**src/rtl/dram_controller_pkg.sv**
```systemverilog
// Shared types and defaults for the DRAM controller: FSM state encoding,
// default timing constants and a counter-width helper.
package dram_ctrl_pkg;

    typedef enum logic [2:0] {
        IDLE,
        ROW,
        COL,
        CAS,
        PRECHARGE,
        REF_CAS,
        REF_RAS
    } dram_state_e;

    localparam int DEF_REFRESH_PERIOD   = 234;
    localparam int DEF_PRECHARGE_CYCLES = 2;
    localparam int DEF_REF_RAS_CYCLES   = 2;

    // Bits needed to count 0..n-1, never less than one.
    function automatic int cnt_width(input int n);
        return (n > 1) ? $clog2(n) : 1;
    endfunction

endpackage

```
**src/rtl/dram_controller_if.sv**
```systemverilog
// CPU strobes in, DRAM strobes and RAM-side DTACK out. Active-low signals
// keep their board names.
interface dram_controller_if;
    logic AS;
    logic UDS;
    logic LDS;
    logic RW;
    logic RAMEN;
    logic RAS;
    logic CASU;
    logic CASL;
    logic WE;
    logic ADDR_SEL;
    logic DTACK;
    logic REF_BUSY;

    modport master (
        output AS, UDS, LDS, RW, RAMEN,
        input  RAS, CASU, CASL, WE, ADDR_SEL, DTACK, REF_BUSY
    );

    modport slave (
        input  AS, UDS, LDS, RW, RAMEN,
        output RAS, CASU, CASL, WE, ADDR_SEL, DTACK, REF_BUSY
    );
endinterface

```
**src/rtl/dram_refresh_timer.sv**
```systemverilog
// Free-running refresh interval counter; raises a single (non-queued)
// pending request on every wrap until the FSM acknowledges it.
module dram_refresh_timer
    import dram_ctrl_pkg::*;
#(
    parameter int REFRESH_PERIOD = DEF_REFRESH_PERIOD
) (
    input  logic CLK,
    input  logic RST,
    input  logic ack_i,
    output logic pending_o
);
    localparam int CW = cnt_width(REFRESH_PERIOD);

    logic [CW-1:0] cnt_q, cnt_d;
    logic          pending_q, pending_d;
    logic          wrap;

    always_comb begin
        wrap      = (cnt_q == CW'(REFRESH_PERIOD - 1));
        cnt_d     = wrap ? '0 : cnt_q + CW'(1);
        pending_d = wrap | (pending_q & ~ack_i);
    end

    always_ff @(posedge CLK) begin
        if (!RST) begin
            cnt_q     <= '0;
            pending_q <= 1'b0;
        end else begin
            cnt_q     <= cnt_d;
            pending_q <= pending_d;
        end
    end

    assign pending_o = pending_q;
endmodule

```
**src/rtl/dram_controller.sv**
```systemverilog
// DRAM sequencer for the 68000 RAM region: RAS/CAS access cycles with
// interleaved CAS-before-RAS refresh. All outputs are registered.
module dram_controller
    import dram_ctrl_pkg::*;
#(
    parameter int REFRESH_PERIOD   = DEF_REFRESH_PERIOD,
    parameter int PRECHARGE_CYCLES = DEF_PRECHARGE_CYCLES,
    parameter int REF_RAS_CYCLES   = DEF_REF_RAS_CYCLES
) (
    input  logic              CLK,
    input  logic              RST,
    dram_controller_if.slave  bus
);
    localparam int HOLD_MAX = (PRECHARGE_CYCLES > REF_RAS_CYCLES) ? PRECHARGE_CYCLES
                                                                  : REF_RAS_CYCLES;
    localparam int HOLD_W   = cnt_width(HOLD_MAX);

    dram_state_e       state_q, state_d;
    logic [HOLD_W-1:0] hold_q, hold_d;
    logic              rw_q, rw_d;
    logic              ras_q, ras_d;
    logic              casu_q, casu_d;
    logic              casl_q, casl_d;
    logic              we_q, we_d;
    logic              asel_q, asel_d;
    logic              dtack_q, dtack_d;
    logic              refb_q, refb_d;
    logic              pending;
    logic              ref_ack;

    dram_refresh_timer #(
        .REFRESH_PERIOD (REFRESH_PERIOD)
    ) u_refresh_timer (
        .CLK       (CLK),
        .RST       (RST),
        .ack_i     (ref_ack),
        .pending_o (pending)
    );

    // The last precharge cycle doubles as IDLE so a waiting CPU cycle starts
    // without an extra dead cycle after refresh.
    always_comb begin
        state_d = state_q;
        hold_d  = hold_q;
        rw_d    = rw_q;
        case (state_q)
            IDLE, PRECHARGE: begin
                if (state_q == PRECHARGE && hold_q != '0) begin
                    hold_d = hold_q - HOLD_W'(1);
                end else if (pending) begin
                    state_d = REF_CAS;
                end else if (!bus.AS && !bus.RAMEN) begin
                    state_d = ROW;
                    rw_d    = bus.RW;
                end else begin
                    state_d = IDLE;
                end
            end
            ROW:     state_d = bus.AS ? PRECHARGE : COL;
            COL:     state_d = bus.AS ? PRECHARGE : CAS;
            CAS: begin
                if (bus.AS) begin
                    state_d = PRECHARGE;
                end
            end
            REF_CAS: state_d = REF_RAS;
            REF_RAS: begin
                if (hold_q != '0) begin
                    hold_d = hold_q - HOLD_W'(1);
                end else begin
                    state_d = PRECHARGE;
                end
            end
            default: state_d = IDLE;
        endcase
        if (state_d == PRECHARGE && state_q != PRECHARGE) begin
            hold_d = HOLD_W'(PRECHARGE_CYCLES - 1);
        end
        if (state_d == REF_RAS && state_q != REF_RAS) begin
            hold_d = HOLD_W'(REF_RAS_CYCLES - 1);
        end
    end

    // Outputs are decoded from the next state so they change on the same
    // edge the state does.
    always_comb begin
        ras_d   = 1'b1;
        casu_d  = 1'b1;
        casl_d  = 1'b1;
        we_d    = 1'b1;
        asel_d  = 1'b0;
        dtack_d = 1'b1;
        refb_d  = 1'b0;
        ref_ack = (state_d == REF_CAS);
        case (state_d)
            ROW: begin
                ras_d = 1'b0;
                we_d  = rw_d;
            end
            COL: begin
                ras_d  = 1'b0;
                asel_d = 1'b1;
                we_d   = rw_d;
            end
            CAS: begin
                ras_d   = 1'b0;
                asel_d  = 1'b1;
                we_d    = rw_d;
                casu_d  = bus.UDS;
                casl_d  = bus.LDS;
                dtack_d = dtack_q & bus.UDS & bus.LDS;
            end
            REF_CAS: begin
                casu_d = 1'b0;
                casl_d = 1'b0;
                refb_d = 1'b1;
            end
            REF_RAS: begin
                ras_d  = 1'b0;
                casu_d = 1'b0;
                casl_d = 1'b0;
                refb_d = 1'b1;
            end
            PRECHARGE: refb_d = refb_q;
            default: ;
        endcase
    end

    always_ff @(posedge CLK) begin
        if (!RST) begin
            state_q <= IDLE;
            hold_q  <= '0;
            rw_q    <= 1'b1;
            ras_q   <= 1'b1;
            casu_q  <= 1'b1;
            casl_q  <= 1'b1;
            we_q    <= 1'b1;
            asel_q  <= 1'b0;
            dtack_q <= 1'b1;
            refb_q  <= 1'b0;
        end else begin
            state_q <= state_d;
            hold_q  <= hold_d;
            rw_q    <= rw_d;
            ras_q   <= ras_d;
            casu_q  <= casu_d;
            casl_q  <= casl_d;
            we_q    <= we_d;
            asel_q  <= asel_d;
            dtack_q <= dtack_d;
            refb_q  <= refb_d;
        end
    end

    assign bus.RAS      = ras_q;
    assign bus.CASU     = casu_q;
    assign bus.CASL     = casl_q;
    assign bus.WE       = we_q;
    assign bus.ADDR_SEL = asel_q;
    assign bus.DTACK    = dtack_q;
    assign bus.REF_BUSY = refb_q;
endmodule

```
**src/flat_wrapper.sv**
```systemverilog
// flat-port wrapper written by rule: the top's interface ports become plain ports
module dram_controller_flat import dram_ctrl_pkg::*;
#(
    parameter int REFRESH_PERIOD   = DEF_REFRESH_PERIOD,
    parameter int PRECHARGE_CYCLES = DEF_PRECHARGE_CYCLES,
    parameter int REF_RAS_CYCLES   = DEF_REF_RAS_CYCLES
)
  (CLK, RST, bus_AS, bus_UDS, bus_LDS, bus_RW, bus_RAMEN, bus_RAS, bus_CASU, bus_CASL, bus_WE, bus_ADDR_SEL, bus_DTACK, bus_REF_BUSY);
  dram_controller_if bus_i ();
  input  logic CLK;
  input  logic RST;
  input wire logic [$bits(bus_i.AS)-1:0] bus_AS;
  input wire logic [$bits(bus_i.UDS)-1:0] bus_UDS;
  input wire logic [$bits(bus_i.LDS)-1:0] bus_LDS;
  input wire logic [$bits(bus_i.RW)-1:0] bus_RW;
  input wire logic [$bits(bus_i.RAMEN)-1:0] bus_RAMEN;
  output wire logic [$bits(bus_i.RAS)-1:0] bus_RAS;
  output wire logic [$bits(bus_i.CASU)-1:0] bus_CASU;
  output wire logic [$bits(bus_i.CASL)-1:0] bus_CASL;
  output wire logic [$bits(bus_i.WE)-1:0] bus_WE;
  output wire logic [$bits(bus_i.ADDR_SEL)-1:0] bus_ADDR_SEL;
  output wire logic [$bits(bus_i.DTACK)-1:0] bus_DTACK;
  output wire logic [$bits(bus_i.REF_BUSY)-1:0] bus_REF_BUSY;
  assign bus_i.AS = bus_AS;
  assign bus_i.UDS = bus_UDS;
  assign bus_i.LDS = bus_LDS;
  assign bus_i.RW = bus_RW;
  assign bus_i.RAMEN = bus_RAMEN;
  assign bus_RAS = bus_i.RAS;
  assign bus_CASU = bus_i.CASU;
  assign bus_CASL = bus_i.CASL;
  assign bus_WE = bus_i.WE;
  assign bus_ADDR_SEL = bus_i.ADDR_SEL;
  assign bus_DTACK = bus_i.DTACK;
  assign bus_REF_BUSY = bus_i.REF_BUSY;
  dram_controller #(.REFRESH_PERIOD(REFRESH_PERIOD), .PRECHARGE_CYCLES(PRECHARGE_CYCLES), .REF_RAS_CYCLES(REF_RAS_CYCLES)) u_core (.CLK(CLK), .RST(RST), .bus(bus_i));
endmodule
```
**config.mk**
```make
export PLATFORM = sky130hd
export DESIGN_NAME = dram_controller_flat
export DESIGN_NICKNAME = d
export VERILOG_FILES = /design/src/rtl/dram_controller_pkg.sv /design/src/rtl/dram_controller_if.sv /design/src/rtl/dram_refresh_timer.sv /design/src/rtl/dram_controller.sv /design/src/flat_wrapper.sv
export SDC_FILE = /design/constraint.sdc
export NUM_CORES = 1
export LEC_CHECK = 0
export ABC_AREA = 1
export BUFFER_PORTS_ARGS = -buffer_cell sky130_fd_sc_hd__buf_2
export CAP_MARGIN = 30
export CORE_AREA = 8 8 53 64
export CTS_CLUSTER_DIAMETER = 200
export CTS_CLUSTER_SIZE = 14
export DETAILED_ROUTE_END_ITERATION = 6
export DIE_AREA = 0 0 61 72
export HOLD_SLACK_MARGIN = 0.02
export SLEW_MARGIN = 40
export SYNTH_ARGS = -nofsm -noshare
export SYNTH_HDL_FRONTEND = slang
export SYNTH_HIERARCHICAL = 1
export SYNTH_SLANG_ARGS = --single-unit
```
**constraint.sdc**
```tcl
create_clock -name CLK -period 3.5 [get_ports CLK]
set_input_delay 0.35 -clock CLK [delete_from_list [all_inputs] [get_ports CLK]]
set_output_delay 0.35 -clock CLK [all_outputs]
set_load 0.02 [all_outputs]
```
# Word level (Yosys, flattened, before mapping)
# Index checks and enable logic that the tools add are counted.
[classes]
add_sub_neg = 2
mul = 0
div_mod_pow = 0
n_lt_le_gt_ge = 0
eq_ne = 16
shifts = 0
muxes = 22
n_bitwise = 6
reduce_logical = 17
[op_table]
columns = ["operator", "count"]
rows = [
  ["$eq 3x3->1 const B", 6],
  ["$mux 3", 6],
  ["$pmux 3 s6", 1],
  ["$eq 3x2->1 const B", 4],
  ["$mux 1", 11],
  ["$add 8x1->8 const B", 1],
  ["$eq 8x8->1 const B", 1],
  ["$pmux 1 s2", 4],
  ["$reduce_or 2->1", 4],
  ["$eq 3x1->1 const B", 2],
  ["$ne 3x3->1 const B", 2],
  ["$reduce_and 2->1", 3],
  ["$logic_and 1x1->1", 4],
  ["$ne 4x1->1 const B", 1],
  ["$reduce_bool 4->1", 1],
  ["$reduce_or 4->1", 1],
  ["$and 1x1->1", 3],
  ["$logic_not 3->1", 1],
  ["$reduce_or 3->1", 1],
  ["$logic_not 1->1", 2],
  ["$not 1->1", 2],
  ["$or 1x1->1", 1],
  ["$sub 1x1->1 const B", 1],
]
[word_totals]
reg_bits = 21
latch_bits = 0
mem_bits_rw = 0
mem_bits_ro = 0
out_inout_bits = 7
wordCells = 75
n_memories = 0

# Depth between registers and ports, before layout
# Gate-level depths: netlist of run 1.
[logic_depth]
word_depth = 10
mapped_depth = 10
ltp_nobuf = 10

# By module
# Netlist of run 1, hierarchy kept.
[by_module_without_submodules]
columns = ["module", "n_inst", "cells_each", "area_per_inst_um2"]
rows = [
  ["dram_controller", 1, 71, 506.7],
  ["dram_refresh_timer", 1, 54, 409.1],
]

# Least setup slack after synthesis of run 1
# Ideal clock, no wire load.
[synth_timing]
kind = "flip-flop to flip-flop"
start = "register u_core.state_q[2]"
end = "register u_core.u_refresh_timer.pending_q, in the netlist u_core/u_refresh_timer/pending_o"
setup_time_ps = 123
arrival_ps = 1020
path_slack_ps = 2357
path_stages_with_launch = 11
cell_sequence = "dfxtp_1 buf_6 nor2_2 nand2_1 nand2_1 nor2_2 nand2_1 inv_1 inv_1 nand2_1 a21boi_0"
[synth_via]
elab_chain_len = 8
elab_cells_between_ends = 17
[synth_lines]
columns = ["element", "line", "source"]
rows = [
  ["start, declared", "dram_controller.sv:18", "dram_state_e state_q, state_d;"],
  ["start signal, assigned", "dram_controller.sv:142", "state_q <= state_d;"],
  ["$eq 3x3->1", "dram_controller.sv:46, dram_controller.sv:48", ""],
  ["$logic_and 1x1->1", "dram_controller.sv:48", "if (state_q == PRECHARGE && hold_q != '0) begin"],
  ["$mux 3", "dram_controller.sv:48", ""],
  ["$pmux 3 s6 *", "dram_controller.sv:46", "case (state_q)"],
  ["$eq 3x3->1 *", "dram_controller.sv:94", "ref_ack = (state_d == REF_CAS);"],
  ["via u_core.ref_ack", "dram_controller.sv:29", "logic ref_ack;"],
  ["$not 1->1 *", "dram_refresh_timer.sv:22", "pending_d = wrap | (pending_q & ~ack_i);"],
  ["$and 1x1->1 *", "dram_refresh_timer.sv:22", ""],
  ["$or 1x1->1 *", "dram_refresh_timer.sv:22", ""],
  ["end signal, assigned", "dram_refresh_timer.sv:31", "pending_q <= pending_d;"],
  ["end, declared", "dram_refresh_timer.sv:16", "logic pending_q, pending_d;"],
]
# Mark *: on every way through the listed nets, which the timed path passes. The rest lies on a longest branch.
# A chain may end at the register's enable or synchronous reset.

# Final worst setup path of run 1
# Ends and elaborated chain as after synthesis.

==> results of run 1 <==
## power breakdown
group	leakage (µW)	total (µW)	internal [µW]	switching [µW]
Combinational	0.000255	45.5	16.4	29.0
Sequential	0.000171	257	249	7.97
Clock	0.0000177	114	42.5	71.1
Total	0.000444	416	308	108
## cells in the mapped netlist (all sizes together)
master,count,area [µm²]
a21boi,1,7.51
dfxtp,21,420
buf,1,11.3
nand4,5,31.3
nand2,30,123
o21ai,3,15.0
xnor2,1,8.76
inv,17,63.8
a21oi,4,20.0
nand3,16,80.1
xor2,2,17.5
ha,2,25.0
nor2,22,92.6
## sequential cells by signal, summed over array words and instances, names as in the netlist
signal                            count
u_core/u_refresh_timer/cnt_q          8
u_core/state_q                        3
u_core/bus.ADDR_SEL                   1
u_core/bus.CASL                       1
u_core/bus.CASU                       1
u_core/bus.DTACK                      1
u_core/bus.RAS                        1
u_core/bus.REF_BUSY                   1
u_core/bus.WE                         1
u_core/hold_q                         1
u_core/rw_q                           1
u_core/u_refresh_timer/pending_o      1
## per-stage QoR
| stage | hold slack [ns] | instances | cell area, µm² | utilization | power (µW) |
|---|---|---|---|---|---|
| floorplan | 0.434 | 125 | 916 | - | 294 |
| global route | 0.253 | 174 | 1040 | 0.428 | 444 |
| finish | 0.269 | 174 | 1040 | 0.428 | 416 |
| global placement | 0.455 | 170 | 1010 | 0.416 | 307 |
| detailed placement | 0.471 | 170 | 1010 | 0.416 | 308 |
| CTS | 0.257 | 174 | 1040 | 0.428 | 425 |
## layer usage
layer,global-route usage,vias up
li1,-,426
met1,0.0836,371
met2,0.164,12
met3,0.0265,4
met4,0.0519,0
met5,0,-
## path summary, 6_finish.rpt
check / end / cells past startpoint / start
max: u_core/u_refresh_timer/pending_o / 9 / u_core/state_q[2]
min reg2reg: u_core/u_refresh_timer/cnt_q[7] / 2 / u_core/u_refresh_timer/cnt_q[7]
max reg2reg: u_core/u_refresh_timer/pending_o / 9 / u_core/state_q[2]
min: u_core/bus.CASU / 3 / bus_UDS
## worst max-delay path, delay by kind of cell (launching register included)
kind	cells	cell delay (ns)
and+or+nand+nor	6	0.59
DFF	1	0.47
buffers and inverters	2	0.10
AOI/OAI and AO/OA	1	0.06
## layout make-up
| class | count | area (µm²) |
|---|---|---|
| fillers | 265 | 1390 |
| inverters | 17 | 63.8 |
| clock buffers | 3 | 22.5 |
| well taps | 33 | 41.3 |
| multi-input cells | 86 | 420 |
| flip-flops and latches | 21 | 420 |
| repair buffers | 13 | 65.1 |
| clock inverters | 1 | 5.00 |
## logic make-up after synthesis
group | Yosys count
and+or+nand+nor | 73
DFF | 21
buffers and inverters | 18
AOI/OAI and AO/OA | 8
xor gates and xnor gates | 3
adders and majority gates | 2
==> impl_results.md, run 1 <==
- Status: complete, no violations
- Placed wire-length estimate: 1.42 mm
- Total grt overflow: 0
- Peak supply drop: 0.201 mV
- Flop2flop setup slack: 2.19 ns
- Routed len/inst: 10.1 µm
- Most frequent cells in the layout: nand2_1, dfxtp_1, nor2_1
- H-tree depth: 1
- Ant. Diodes: 0
- Die area: 4390 µm²
- Post-synthesis mux area share: 0
- Hold Buf Count CTS: 0
- DRC viols: 0
- Post-Syn Instances: 125
- Post-CTS Setup Inserts: 0
- CP cell instances: nor2_2 -> nand2_1 -> nand2_1 -> nor2_2 -> nand2_1 -> inv_1 -> inv_1 -> nand2_1 -> a21boi_0
- NumNets Final: 151
- GRT Util Overall: 0.0898
- Worst path max stage delay: 0.47 ns
- Fmax: 0.765 GHz
- Setup Skew: 0.0134 ns
- Crit. End Element: flop
- Clock Latency Late Sink: 0.30 ns
- Setup Viol. Count Final: 0
- Power per Cell Area: 400 nW/µm²
- Ys Warns: 6
- Total number of vias: 813
- Final hold violation count: 0
- Die height: 72 µm
- WL met3: 118 µm
- Worst path most repeated cell: nand2_1
- Synth Area in XOR/XNOR: 0.0287
- Critical Path Fanout Max: 8
- Pre-antenna DRT Iters: 4
- TritonCTS clock tree: done
- Post-Syn Area per Cell: 7.33 µm²
- Die Wd: 61 µm
- First-pass GRT wire length: 3.06 mm
- Compound-Gate Fraction of Synth Area: 0.0464
- Pin count of the biggest net entering global routing: 13
- Mapped cell area: 916 µm²
- WL final: 1.76 mm
- Initial Utilization: 0.377
- Worst slew pin tran: 0.242 ns
- Startpoint types: flop
- Crit path time final: 1.31 ns
- Final WS setup: 2.19 ns
- Clock Tree Buf Depth: 2
- Max_cap viols: 0
- Setup_tns: 0 ns
- Leakage power: 0.000444 µW
- Crit-path slowest cell: dfxtp_1
- Top sig layer: met4
- Initial DRC Count: 22
- Placeable Area: 2430 µm²
- Boundary Pins: 14
- Via density: 4.67
- Syn nets: 134
- Met2 WL: 941 µm
- Hold/Removal Path Class: in -> reg
- Post-route ant nets: 0
- CTS sink count: 21
- Setup slack at placement: 2.20 ns
- Max_slew headroom: 0.838
- Fraction of the yosys area taken by sequential cells: 0.459
- CP Class: reg -> reg
- Rows: 20
- FF+latch count, synth: 21
- WL met1: 673 µm
- Post-synthesis adder-cell area fraction: 0.0273
- Vias in the first global route: 836
- CP arrival: 1.51 ns
- PostCTS Resize Cnt: 0
- RSZ-0062 raised after global routing: false
- CTS Buf Count: 3
- Input/output buffers: 13
- Area Growth Syn to Fin: 13.4%
- Initial antenna violation count: 0
- Fin crit share: 0.373
- Commonest non-fill, non-tap cell in the layout: nand2_1
- Synth Area in Simple Gates: 0.357
- Max Transition Viols Final: 0
- Root Buffer: clkbuf_4
- Clock-pin slew on the worst setup and hold paths: 0.12 ns
- Largest family of logic cells by synthesized area: simple AND/OR/NAND/NOR gates
- Distinct cells, synth: 18
- Layout cell share with drive strength beyond 1: 0.170
- Final Wtd Congestion: 0.905
- Worst endpoint required time: 3.70 ns
Power figures use the tool's default switching activity.
==> run 2, diff against run 1 <==
==> constraint.sdc (replaced) <==
create_clock -name CLK -period 1.1 [get_ports CLK]
set_input_delay 0.11 -clock CLK [delete_from_list [all_inputs] [get_ports CLK]]
set_output_delay 0.11 -clock CLK [all_outputs]
set_load 0.02 [all_outputs]
==> run 2 against run 1 <==
The flow now finishes with violations (negative setup slack). Global-route usage is 2.0 points higher. Clock-buffer cell count is the same. Power increased to 3.5 times the previous value. Final cell count grew 11%. Largest cell class is now multi-input combinational cells.
==> impl_results.md, run 2 (same netlist as run 1, synthesis figures left out) <==
- Die Wd: 61 µm (unchanged)
- Top flop regs: u_core/u_refresh_timer/cnt_q (8), u_core/state_q (3)
- Comb pwr share: 0.169 (+0.060)
- First-pass GRT wire length: 3.74 mm (+22%)
- Initial antenna violation count: 0 (unchanged)
- H-tree depth: 1 (unchanged)
- Crit-path leading delay family: simple AND/OR/NAND/NOR gates
- Max_slew headroom: 0.848 (+0.00944)
- Switching part of the total power: 0.280 (+0.0202)
- Flop pwr share: 0.570 (-0.047)
- Startpoint types: flop
- Total number of vias: 913 (+12%)
- Total grt overflow: 0 (unchanged)
- Hold Startpoint: RST
- Die height: 72 µm (unchanged)
- Ant. Diodes: 0 (unchanged)
- Fin Hold WS: 0.0367 ns (-0.233 ns)
- Placed wire-length estimate: 1.54 mm (+8.7%)
- Placeable Area: 2430 µm² (unchanged)
- Crit path time final: 1.18 ns (-0.124 ns)
- Worst endpoint required time: 1.30 ns (-2.40 ns)
- P_sw: 405 µW (+270%)
- Boundary Pins: 14 (unchanged)
- Crit-path slowest cell: dfxtp_2
- Initial DRC Count: 24 (+9.1%)
- Final Wtd Congestion: 0.820 (-9.4%)
- Worst slew pin tran: 0.227 ns (-0.0147 ns)
- Fmax: 0.845 GHz (+10%)
- Clock Tree Buf Depth: 2 (unchanged)
- DRC viols: 0 (unchanged)
- Via density: 4.71 (+0.72%)
- Critical Path Start: u_core/state_q[0]
- Initial Utilization: 0.377 (unchanged)
- PnR Total Power: 1450 µW (+250%)
- R2R Path Start: u_core/state_q[0]
- Max reg flops: 8 (unchanged)
- Final WS setup: -0.0834 ns (-2.28 ns)
- Critical Path Fanout Max: 4 (-4)
- Leakage power: 0.000556 µW (+25%)
- Setup Skew: 0.00428 ns (-0.00908 ns)
- CP arrival: 1.39 ns (-0.12 ns)
- Post-route ant nets: 0 (unchanged)
- Commonest non-fill, non-tap cell in the layout: nand2_1
- Internal: 1040 µW (+240%)
- Setup Viol. Count Final: 10 (+10)
- Failing checks: negative setup slack
- Input/output buffers: 13 (unchanged)
- Area Growth Syn to Fin: 43.3%
- CTS sink count: 21 (unchanged)
- Hold/Removal Path Class: in -> reg
- GRT Util Overall: 0.110 (+0.0200)
- NumNets Final: 171 (+13%)
- DP Cell Count: 182 (+7.1%)
- Worst path max stage delay: 0.36 ns (-0.11 ns)
- Clock Power Share: 0.261 (-0.012)
- Final hold violation count: 0 (unchanged)
- Pin count of the biggest net entering global routing: 13 (unchanged)
- CP cell instances: inv_2 -> nand2_2 -> nand2_4 -> nand2_4 -> nor2_4 -> nand2_2 -> nand4_1 -> nand3_1
- Vias in the first global route: 885 (+5.9%)
- Final cell count without fillers: 194 (+11%)
- Layout cell share with drive strength beyond 1: 0.460 (+0.289)
- Fin crit share: 1.08 (+0.702)
- Clock Latency Late Sink: 0.31 ns (about the same)
- Die area: 4390 µm² (unchanged)
- Most flops, register: u_core/u_refresh_timer/cnt_q
- RSZ-0062 raised after global routing: true
- Routed len/inst: 11.5 µm (+14%)
- CP Class: reg -> reg
- Max Transition Viols Final: 0 (unchanged)
- Critical path buffer and inverter count: 1 (-1)
- Root Buffer: clkbuf_4
- WL final: 2.24 mm (+27%)
- Max_cap viols: 0 (unchanged)
- Clock-pin slew on the worst setup and hold paths: 0.12 ns (about the same)
- CTS Buf Count: 3 (unchanged)
- Crit. End Element: flop
- Status: complete, but fails checks
- TritonCTS clock tree: done
- Most frequent cells in the layout: nand2_1, buf_4, dfxtp_1
- Power per Cell Area: 1100 nW/µm² (+180%)
- Peak supply drop: 0.613 mV (+200%)
- Pre-antenna DRT Iters: 4 (unchanged)
- Rows: 20 (unchanged)
[run 2: cell count changes in the layout (fill, tap and decap cells not counted), moves of 3 or more]
cell | before | now
a21oi_1 | 4 | 1
dfxtp_4 | 0 | 4
a21oi_2 | 0 | 3
nor2_1 | 18 | 12
nand2_1 | 28 | 21
buf_4 | 0 | 18
nand2_2 | 1 | 6
inv_2 | 1 | 6
dfxtp_1 | 21 | 15
inv_1 | 16 | 10
nor2_4 | 0 | 4
[run 2: layer usage]
metal  up-vias  global-route usage  routed length, µm
met5         -                   0                  0
li1        467                   -                  -
met3        11              0.0195                 66
met4         0              0.0571                 47
met1       415               0.112                873
met2        20               0.200               1250
[run 2: what timing repair did]
| item | CTS | global route |
|---|---|---|
| hold endpoints to repair | 2 | 0 |
| pin swaps | 8 | 9 |
| setup buffers | 4 | 2 |
| setup endpoints to repair | 14 | 19 |
| resized for setup | 16 | 21 |
| cloned | 0 | 0 |
| hold buffers | 2 | 0 |
[run 2: power by group through the flow]
stage	sequential (µW)	clock, µW	combinational, µW
4_1_cts	819	398	219
3_3_place_gp	834	0	187
6_report	824	377	244
5_1_grt	828	421	269
2_1_floorplan	842	0	104
3_5_place_dp	835	0	190
[run 2: stage by stage]
step | setup TNS, ns | setup WS [ns] | instance area [µm²] | util
floorplan | -0.00772 | -0.00772 | 943 | -
global placement | -0.773 | -0.166 | 1130 | 0.465
detailed placement | -0.886 | -0.167 | 1130 | 0.465
CTS | -0.490 | -0.0896 | 1240 | 0.512
global route | -1.54 | -0.153 | 1310 | 0.541
finish | -0.437 | -0.0834 | 1310 | 0.541
[run 2: worst paths after layout]
kind	slack, ns	to	cells after the start
max	-0.08	u_core/bus.CASL	8
max reg2reg	-0.08	u_core/bus.CASL	8
min	0.04	u_core/rw_q	2
min reg2reg	0.47	u_core/u_refresh_timer/cnt_q[0]	1
[run 2: area by class of cell]
type                            count  area [µm²]
Fill cell                         240        1110
Multi-Input combinational cell     86         519
Sequential cell                    21         438
Timing Repair Buffer               33         220
Inverter                           17        66.3
Tap cell                           33        41.3
Clock buffer                        3        22.5
Clock inverter                      1        5.00
==> run 3, diff against run 2 <==
--- a/config.mk
+++ b/config.mk
@@ -8,11 +8,11 @@
 export ABC_AREA = 1
 export BUFFER_PORTS_ARGS = -buffer_cell sky130_fd_sc_hd__buf_2
 export CAP_MARGIN = 30
-export CORE_AREA = 8 8 53 64
+export CORE_AREA = 4 4 49 60
 export CTS_CLUSTER_DIAMETER = 200
 export CTS_CLUSTER_SIZE = 14
 export DETAILED_ROUTE_END_ITERATION = 6
-export DIE_AREA = 0 0 61 72
+export DIE_AREA = 0 0 53 64
 export HOLD_SLACK_MARGIN = 0.02
 export SLEW_MARGIN = 40
 export SYNTH_ARGS = -nofsm -noshare
==> run 3 against run 2 <==
Setup slack worse by 0.028 ns. Largest cell class unchanged. Critical path depth did not move. Highest routed layer unchanged. The flow still finishes with violations (negative setup slack). First-iteration DRC count decreased by 42%.
==> impl_results.md, run 3 (same netlist as run 1, synthesis figures left out) <==
- Boundary Pins: 14 (unchanged)
- CP arrival: 1.40 ns (about the same)
- First-pass GRT wire length: 3.68 mm (-1.5%)
- Max_cap viols: 0 (unchanged)
- Clock Power Share: 0.252 (-0.009)
- DRC viols: 0 (unchanged)
- Hold Buf Count CTS: 0 (-2)
- Post-route ant nets: 0 (unchanged)
- Area Growth Syn to Fin: 47.3%
- Final WS setup: -0.111 ns (-0.0277 ns)
- TritonCTS clock tree: done
- Die Wd: 53 µm (-13%)
- Placed wire-length estimate: 1.54 mm (about the same)
- Worst endpoint required time: 1.29 ns (about the same)
- Critical path depth: 8 (unchanged)
- Setup Viol. Count Final: 9 (-1)
- Switching part of the total power: 0.276 (-0.00396)
- Die height: 64 µm (-11%)
- Initial DRC Count: 14 (-42%)
- Most frequent cells in the layout: nand2_1, buf_4, dfxtp_1
- Fmax: 0.826 GHz (-2.3%)
- Critical Path Fanout Max: 4 (unchanged)
- CTS sink count: 21 (unchanged)
- WL final: 2.23 mm (-0.54%)
- Via density: 4.73 (+0.55%)
- Root Buffer: clkbuf_4
- Hold path depth: 3 (+1)
- Final hold violation count: 0 (unchanged)
- Final core utilization: 0.556 (+0.0149)
- Max Transition Viols Final: 0 (unchanged)
- Max_slew headroom: 0.858 (+0.00962)
- Flop pwr share: 0.566 (-0.004)
- Initial Utilization: 0.377 (unchanged)
- Top flop regs: u_core/u_refresh_timer/cnt_q (8), u_core/state_q (3)
- Critical path buffer and inverter count: 1 (unchanged)
- Internal: 1050 µW (+1.0%)
- NumNets Final: 171 (unchanged)
- Layout cell share with drive strength beyond 1: 0.460 (unchanged)
- Setup slack at placement: -0.188 ns (-0.0206 ns)
- Startpoint types: flop
- CP Class: reg -> reg
- Vias in the first global route: 929 (+5.0%)
- Initial antenna violation count: 0 (unchanged)
- Hold/Removal Path Class: in -> reg
- Commonest non-fill, non-tap cell in the layout: nand2_1
- Ant. Diodes: 0 (unchanged)
- Worst path most repeated cell: nand2_4
- R2R cell count: 8 (unchanged)
- Total number of vias: 918 (+0.55%)
- Leakage power: 0.000590 µW (+6.1%)
- Clock-pin slew on the worst setup and hold paths: 0.12 ns (about the same)
- Crit. End Element: flop
- GRT Util Overall: 0.145 (+0.0352)
- Worst slew pin tran: 0.211 ns (-0.0158 ns)
- Max reg flops: 8 (unchanged)
- Placeable Area: 2430 µm² (unchanged)
- Power per Cell Area: 1080 nW/µm² (-2.3%)
- Most flops, register: u_core/u_refresh_timer/cnt_q
- Input/output buffers: 13 (unchanged)
- Final Wtd Congestion: 0.855 (+4.2%)
- Failing checks: negative setup slack
- Die area: 3390 µm² (-23%)
- Setup Skew: 0.00833 ns (+0.00405 ns)
- Status: complete, but fails checks
- Peak supply drop: 0.772 mV (+26%)
- Pin count of the biggest net entering global routing: 13 (unchanged)
- Comb pwr share: 0.182 (+0.013)
- Routed len/inst: 11.5 µm (-0.54%)
- Worst path max stage delay: 0.40 ns (+0.04 ns)
- Pre-antenna DRT Iters: 4 (unchanged)
- Clock Latency Late Sink: 0.30 ns (about the same)
- Total grt overflow: 0 (unchanged)
- Rows: 20 (unchanged)
- Crit-path leading delay family: simple AND/OR/NAND/NOR gates
- Crit-path slowest cell: dfxtp_4
- H-tree depth: 1 (unchanged)
- CTS Buf Count: 3 (unchanged)
- Crit path time final: 1.21 ns (+0.0277 ns)
- Fin crit share: 1.10 (+0.0252)
- P_sw: 401 µW (-0.97%)
- RSZ-0062 raised after global routing: true
- Clock Tree Buf Depth: 2 (unchanged)
- CP cell instances: inv_4 -> nand2_4 -> nand2_4 -> nand2_4 -> nor2_4 -> nand2_2 -> nand4_1 -> nand3_1
- Fin Hold WS: 0.0391 ns (+0.00243 ns)
[run 3: power by group through the flow]
stage               Clock, µW  Sequential (µW)  Combinational [µW]
floorplan                   0              842                 104
global placement            0              832                 198
detailed placement          0              833                 202
CTS                       376              820                 245
global route              406              828                 292
finish                    365              823                 265
[run 3: per-layer routing]
metal  vias up  wire length, µm  global-route usage
met5         -                0                   0
li1        468                -                   -
met4         0               38              0.0735
met3         4               54              0.0210
met2        15             1280               0.266
met1       431              853               0.153
[run 3: final timing paths]
path                           from               to  slack (ns)
hold reg to reg         u_core/rw_q      u_core/rw_q        0.49
setup reg to reg  u_core/state_q[1]  u_core/bus.CASL       -0.11
hold / removal              bus_UDS  u_core/bus.CASU        0.04
setup / recovery  u_core/state_q[1]  u_core/bus.CASL       -0.11
[run 3: final cells by class]
cell class | instances | area [µm²]
clock buffers | 3 | 22.5
multi-input cells | 86 | 548
clock inverters | 1 | 5.00
inverters | 17 | 68.8
repair buffers | 33 | 226
fillers | 237 | 1080
well taps | 33 | 41.3
flip-flops and latches | 21 | 437
[run 3: worst min-delay path: stages]
cell and delay [ns]:
buf_2 0.09, nand2_1 0.05, nand3_1 0.06
[run 3: what timing repair did]
action	4_1_cts	5_1_grt
setup endpoints to repair	15	19
setup buffers	6	1
pin swaps	16	10
gates resized for setup	27	15
[run 3: per-stage QoR]
| stage | total power [µW] | instance area, µm² | TNS [ns] | cells |
|---|---|---|---|---|
| 2_1_floorplan | 946 | 943 | -0.00772 | 125 |
| 3_3_place_gp | 1030 | 1140 | -1.03 | 184 |
| 3_5_place_dp | 1040 | 1140 | -0.981 | 184 |
| 4_1_cts | 1440 | 1300 | -0.442 | 194 |
| 5_1_grt | 1530 | 1350 | -1.48 | 194 |
| 6_report | 1450 | 1350 | -0.675 | 194 |
